$ cat src/rtl/tx_axis_arbiter.sv
// Frame-granular round-robin arbiter sharing the TX MAC AXI-Stream input among NUM_PORTS sources.
// Grant is held from arbitration until tlast is accepted; data path is a zero-latency mux.
module tx_axis_arbiter #(
  parameter int unsigned NUM_PORTS  = 4,
  parameter int unsigned DATA_WIDTH = 32,
  parameter int unsigned KEEP_WIDTH = DATA_WIDTH / 8
) (
  input  logic                             i_clk,
  input  logic                             i_reset_n,
  input  logic [NUM_PORTS-1:0]             i_port_enable,
  input  logic [NUM_PORTS*DATA_WIDTH-1:0]  s_axis_tdata,
  input  logic [NUM_PORTS*KEEP_WIDTH-1:0]  s_axis_tkeep,
  input  logic [NUM_PORTS-1:0]             s_axis_tvalid,
  input  logic [NUM_PORTS-1:0]             s_axis_tlast,
  output logic [NUM_PORTS-1:0]             s_axis_trdy,
  output logic [DATA_WIDTH-1:0]            m_axis_tdata,
  output logic [KEEP_WIDTH-1:0]            m_axis_tkeep,
  output logic                             m_axis_tvalid,
  output logic                             m_axis_tlast,
  input  logic                             m_axis_trdy,
  output logic [NUM_PORTS-1:0]             o_grant,
  output logic                             o_busy,
  output logic                             o_frame_done,
  output logic                             o_underrun
);

  localparam int unsigned IDX_W  = $clog2(NUM_PORTS);
  localparam int unsigned DSEL_W = $clog2(NUM_PORTS * DATA_WIDTH);
  localparam int unsigned KSEL_W = $clog2(NUM_PORTS * KEEP_WIDTH);

  typedef enum logic {
    ST_ARB  = 1'b0,
    ST_PASS = 1'b1
  } state_t;

  state_t             r_state;
  logic [IDX_W-1:0]   r_grant;
  logic [IDX_W-1:0]   r_last_grant;
  logic               r_beat_seen;

  logic [NUM_PORTS-1:0] w_elig;
  logic [IDX_W-1:0]     w_idx;
  logic [IDX_W-1:0]     w_sel;
  logic                 w_sel_valid;
  logic                 w_pass;
  logic                 w_accept;
  logic [DSEL_W-1:0]    w_doff;
  logic [KSEL_W-1:0]    w_koff;

  assign w_elig   = s_axis_tvalid & i_port_enable;
  assign w_pass   = (r_state == ST_PASS);
  assign w_accept = m_axis_tvalid & m_axis_trdy;
  assign w_doff   = DSEL_W'(int'(r_grant) * int'(DATA_WIDTH));
  assign w_koff   = KSEL_W'(int'(r_grant) * int'(KEEP_WIDTH));

  // Rotating priority search starting just above the previous winner
  always_comb begin
    w_sel_valid = 1'b0;
    w_sel       = '0;
    w_idx       = '0;
    for (int k = 1; k <= int'(NUM_PORTS); k++) begin
      w_idx = IDX_W'((int'(r_last_grant) + k) % int'(NUM_PORTS));
      if (!w_sel_valid && w_elig[w_idx]) begin
        w_sel_valid = 1'b1;
        w_sel       = w_idx;
      end
    end
  end

  // Zero-latency pass-through of the granted source; quiet while arbitrating
  always_comb begin
    m_axis_tdata  = '0;
    m_axis_tkeep  = '0;
    m_axis_tvalid = 1'b0;
    m_axis_tlast  = 1'b0;
    s_axis_trdy   = '0;
    if (w_pass) begin
      m_axis_tdata         = s_axis_tdata[w_doff +: DATA_WIDTH];
      m_axis_tkeep         = s_axis_tkeep[w_koff +: KEEP_WIDTH];
      m_axis_tvalid        = s_axis_tvalid[r_grant];
      m_axis_tlast         = s_axis_tlast[r_grant];
      s_axis_trdy[r_grant] = m_axis_trdy;
    end
  end

  always_ff @(posedge i_clk) begin
    if (!i_reset_n) begin
      r_state      <= ST_ARB;
      r_grant      <= '0;
      r_last_grant <= IDX_W'(NUM_PORTS - 1);
      r_beat_seen  <= 1'b0;
      o_grant      <= '0;
      o_busy       <= 1'b0;
      o_frame_done <= 1'b0;
      o_underrun   <= 1'b0;
    end else begin
      o_frame_done <= 1'b0;
      o_underrun   <= 1'b0;
      if (r_state == ST_ARB) begin
        if (w_sel_valid) begin
          r_grant     <= w_sel;
          o_grant     <= NUM_PORTS'(1) << w_sel;
          o_busy      <= 1'b1;
          r_beat_seen <= 1'b0;
          r_state     <= ST_PASS;
        end
      end else begin
        if (w_accept) begin
          r_beat_seen <= 1'b1;
          if (m_axis_tlast) begin
            o_frame_done <= 1'b1;
            r_last_grant <= r_grant;
            o_grant      <= '0;
            o_busy       <= 1'b0;
            r_state      <= ST_ARB;
          end
        end
        // A gap after the first beat is a source underrun; the grant is kept
        if (m_axis_trdy && !m_axis_tvalid && r_beat_seen) begin
          o_underrun <= 1'b1;
        end
      end
    end
  end

endmodule

$ cat config.mk
export PLATFORM = sky130hd
export DESIGN_NAME = tx_axis_arbiter
export DESIGN_NICKNAME = d
export VERILOG_FILES = /design/src/rtl/tx_axis_arbiter.sv
export SDC_FILE = /design/constraint.sdc
export NUM_CORES = 1
export LEC_CHECK = 0
export ABC_AREA = 1
export ABC_CLOCK_PERIOD_IN_PS = 2650
export BUFFER_PORTS_ARGS = -buffer_cell sky130_fd_sc_hd__buf_4
export CORE_AREA = 2 2 81 83
export CTS_CLUSTER_DIAMETER = 40
export DETAILED_ROUTE_END_ITERATION = 8
export DIE_AREA = 0 0 83 85
export MAX_ROUTING_LAYER = met4
export PLACE_DENSITY = 0.73
export SLEW_MARGIN = 20
export SYNTH_ARGS = -nofsm -noshare
export SYNTH_HDL_FRONTEND = slang
export SYNTH_SLANG_ARGS = --single-unit
$ cat constraint.sdc
create_clock -name i_clk -period 2.65 [get_ports i_clk]
set_input_delay 0 -clock i_clk [delete_from_list [all_inputs] [get_ports i_clk]]
set_output_delay 0 -clock i_clk [all_outputs]
set_load 0.02 [all_outputs]
Yosys cells after proc, flatten, opt, wreduce, memory -nomap -nowiden:

Cells that the tools add are included.

* register bits after elaboration: 13
* input port bits: 159
* output and inout bits: 49
* logic and storage cells: 88

* add/subtract/negate cells: 4
* magnitude comparators: 6
* eq/ne operators: 2
* shifts and indexed selects: 3
* multiplexer cells: 44
* bitwise logic cells: 4
* reductions and logical operators: 17

Operators with widths (number)
* indexed part select 128 x 8 -> 32 bit: 1
* 2-to-1 mux 32 bit: 1
* 2-to-1 mux 1 bit: 26
* 2-to-1 mux 4 bit: 6
* indexed part select 16 x 5 -> 4 bit: 1
* < comparator 2 x 3 -> 1 bit (second input constant): 5
* binary-select mux 1 bit (select 2 bit): 6
* AND reduction 3 bit: 3
* AND 4 bit: 2
* 2-to-1 mux 2 bit: 4
* logical AND 1 bit: 6
* AND reduction 2 bit: 3
* adder 2 x 1 -> 2 bit (second input constant): 2
* adder 2 bit (second input constant): 2
* zero test 1 bit: 4
* << shifter 1 x 2 -> 4 bit (first input constant): 1
* demux 1 bit (select 2 bit): 1
* >= comparator 2 x 1 -> 1 bit (second input constant): 1
* != test 2 x 1 -> 1 bit (second input constant): 1
* != test 2 bit (second input constant): 1
* nonzero test 2 bit: 1
* AND 1 bit: 1
* NOT 1 bit: 1

Logic depth before layout (Yosys ltp):

* word-level depth: 16
* gate-level depth with buffers: 12
* gate-level depth less buffers: 12

Least setup slack after synthesis:

No wires, ideal clock.

* path kind: register -> output
* start point: reg r_grant[1]
* end point: out m_axis_tdata[10]
* arrival time: 1.402 ns
* data required time: 2.650 ns
* setup slack: 1.248 ns
* cell stages (with the launch flop): 8
* path buffers: 3
* path through: dfxtp_1 buf_6 nand2_1 inv_1 buf_6 clkbuf_1 a22oi_1 a21oi_1

* cells in the longest elaborated chain, start to end: 2

RTL lines
* from (decl): RTL line 37 `logic [IDX_W-1:0] r_grant;`
* from (signal assigned): RTL line 101 `r_grant <= w_sel;`
* indexed part select 128 x 8 -> 32 bit: RTL line 78 `m_axis_tdata = s_axis_tdata[w_doff +: DATA_WIDTH];`
* 2-to-1 mux 32 bit: RTL line 77 `if (w_pass) begin`
* to (decl): RTL line 16 `output logic [DATA_WIDTH-1:0] m_axis_tdata,`

No other way between the ends.

Final worst setup path:

* start point: reg r_grant[1]
* end point: out m_axis_tdata[25]

The elaborated chain is that of the path after synthesis.

==> key figures <==
Finish
  – Most frequent cells in the layout: buf_4 (213), a22oi_1 (73), nand2_1 (49)
  – Layout cells sized above 1: 0.516
  – Area grow syn2layout: 86.0%
  – Antenna cells: 0
  – Nets: 648
  – Most common cell after layout, fill and taps aside: buf_4
  – Final instance area: 3510 sq um

Placement
  – Gpl congestion: 0.963
  – Post-DP HPWL: 7840 um
  – DP Area: 3470 sq um
  – Number of port buffers: 207

Floorplanning
  – Core outline area: 6200 sq um
  – Die area: 7060 sq um
  – Rows: 29
  – Initial Utilization: 0.304
  – Die Span X: 83 um
  – Io pins: 208
  – Die Y-Extent: 85 um

Min path
  – Hold Path Class: input port to flop
  – WHS Path Cells: 3
  – HP Start: i_reset_n
  – Worst hold path endpoint: r_grant[0]

Setup path
  – R2R Path Start: r_grant[1]
  – CP startpoint kind: flop
  – Crit Path Max Fanout: 20
  – R2r worst-path depth: 10
  – Flop-to-flop setup slack: 0.74 ns
  – Arrival time at the worst endpoint: 2.03 ns
  – Worst Setup End Kind: output port
  – RR Endpoint: o_grant[2]
  – Req. time, crit path: 2.65 ns
  – WS Path Type: flop to output port

Global routing
  – GRT Util Overall: 0.262
  – Number of global-route vias before repair: 2816
  – Largest net degree at the start of global routing: 32
  – Antenna violations before repair: 0
  – First-pass GRT wire length: 14800 um
  – GRT overflow: 0

Power
  – VDD IR max: 0.320 mV
  – Logic pwr share: 0.785
  – Internal power: 1.03 mW
  – Switching share of power: 0.510
  – NetSw: 1.07 mW
  – Sequential Power Share: 0.131
  – Leak Pwr: 1.77 nW
  – Power density over the cells: 599 nW/um^2
  – Clock network power share: 0.084

Clock network
  – Resize count post-CTS: 0
  – Clock latency on the worst-skew pair: 0.24 ns
  – H-tree level count: 1
  – CTS Sinks: 13
  – Hold_buf cts: 0
  – CTS clk-pin slew, worst paths: 0.05 ns
  – Max clock buf depth: 2
  – Clk root buf: clkbuf_8
  – CTS tree: done
  – Postcts setup bufs: 0
  – Cts bufs inserted: 3

Logic synthesis
  – Yosys reg bits: 13
  – Synthesized cell area: 1890 sq um
  – Synth warnings: 0
  – Mapped Cells: 293
  – Synthesized Nets: 452
  – Yosys cell types: 25
  – Mean Syn Cell Area: 6.44 sq um
  – Post-synthesis sequential area ratio: 0.138

Drt
  – Residual DRC: 0
  – DRT Pass-1 Iters: 4
  – ANT nets after route: 0
  – Final wirelength: 9760 um
  – Avg WL per Cell: 17.3 um
  – DR iter-0 viols: 159
  – Vias per cell: 5.44
  – Via count: 3071

STA
  – RSZ-0062 raised after global routing: no
  – Least-Margin Pin Slew: 0.831 ns
  – Final Max Tran Viols: 0
  – TNS Setup: 0 ns
  – Setup Skew: 0.000546 ns
  – Worst Hold Margin: 0.0394 ns
  – Rel. slew slack: 0.446
  – Period utilisation layout: 0.766
  – # setup viols final: 0
  – Maximum clock frequency: 493 MHz
  – Min Clock Period, post-route: 2.03 ns
  – Fin. Hold Viols: 0

Run
  – MaxCap Viol Count: 0

Status
  – Status: completed
[critical path, cell delays in order (launching register included)]
cell and delay [ns]:
dfxtp_1 0.48, nand2_1 0.11, inv_1 0.20, buf_4 0.25, buf_4 0.28, a22oi_1 0.13, a21oi_1 0.17, buf_4 0.16
[how the worst max path moves through the flow]
| stage | startpoint | endpoint | slack [ns] |
|---|---|---|---|
| 2_1_floorplan | r_grant[1] | m_axis_tdata[10] | 1.25 |
| 3_3_place_gp | r_grant[1] | o_busy | 0.84 |
| 3_5_place_dp | r_grant[1] | o_grant[2] | 0.78 |
| 4_1_cts | r_grant[1] | m_axis_tdata[23] | 0.63 |
| 5_1_grt | r_grant[1] | m_axis_tdata[24] | 0.45 |
| 6_report | r_grant[1] | m_axis_tdata[25] | 0.62 |
[sequential cells by signal, indices dropped and copies added (netlist names)]
register and flops:
o_grant 4, r_state 1, o_underrun 1, o_busy 1, r_last_grant 2, o_frame_done 1
r_beat_seen 1, r_grant 2
[cell type report]
type	count	area, sq um
flip-flops and latches	13	260
fillers	618	2690
clock buffers	4	45.0
well taps	77	96.3
repair buffers	214	1620
inverters	14	52.6
multi-input cells	243	1440
[metal layers]
layer	vias up	global-route usage	wire length, um
met5	-	-	0
met4	0	0.0611	229
met3	21	0.0496	855
met2	166	0.430	4760
met1	1407	0.335	3910
li1	1477	-	-
[kinds of logic (layout without fill, tap and decap cells)]
group,count (synthesis),in the layout,share of synthesized area
buffers and inverters,37,232,0.103
and+or+nand+nor,117,117,0.320
DFF,13,13,0.138
AOI/OAI and AO/OA,126,126,0.439
[stage by stage]
stage	worst slack, ns	std cells	util	total power, mW
3_3_place_gp	0.841	561	0.559	1.91
3_5_place_dp	0.778	561	0.559	1.92
6_report	0.621	565	0.566	2.10
4_1_cts	0.627	565	0.566	2.10
2_1_floorplan	1.25	293	-	1.30
5_1_grt	0.453	565	0.566	2.25
[power groups by stage]
stage / Sequential, mW / Combinational (mW) / Clock, mW
5_1_grt: 0.281 / 1.78 / 0.190
4_1_cts: 0.274 / 1.65 / 0.180
6_report: 0.275 / 1.65 / 0.177
3_5_place_dp: 0.277 / 1.64 / 0
2_1_floorplan: 0.279 / 1.02 / 0
3_3_place_gp: 0.276 / 1.63 / 0
[cells in the mapped netlist]
library cell  number  share of area
a21boi_1           1         0.0040
a21oi_1           44           0.12
a21oi_2            1         0.0046
a22oi_1           73           0.29
a22oi_2            1         0.0066
buf_2             12          0.032
buf_6              4          0.024
clkbuf_1           6          0.012
clkbuf_8           1         0.0073
dfxtp_1           13           0.14
inv_1              9          0.018
inv_2              5         0.0099
nand2_1           49          0.097
nand2_2           11          0.036
nand2_4            8          0.048
nand3_1           22          0.058
nand3_2            3          0.016
nand4_1            5          0.017
nor2_1            12          0.024
nor2_2             3         0.0099
nor2_4             1         0.0060
nor3_1             3         0.0079
o21a_1             1         0.0040
o21ai_0            2         0.0053
o21ai_1            3         0.0079
(Power assumes the default switching activity.)
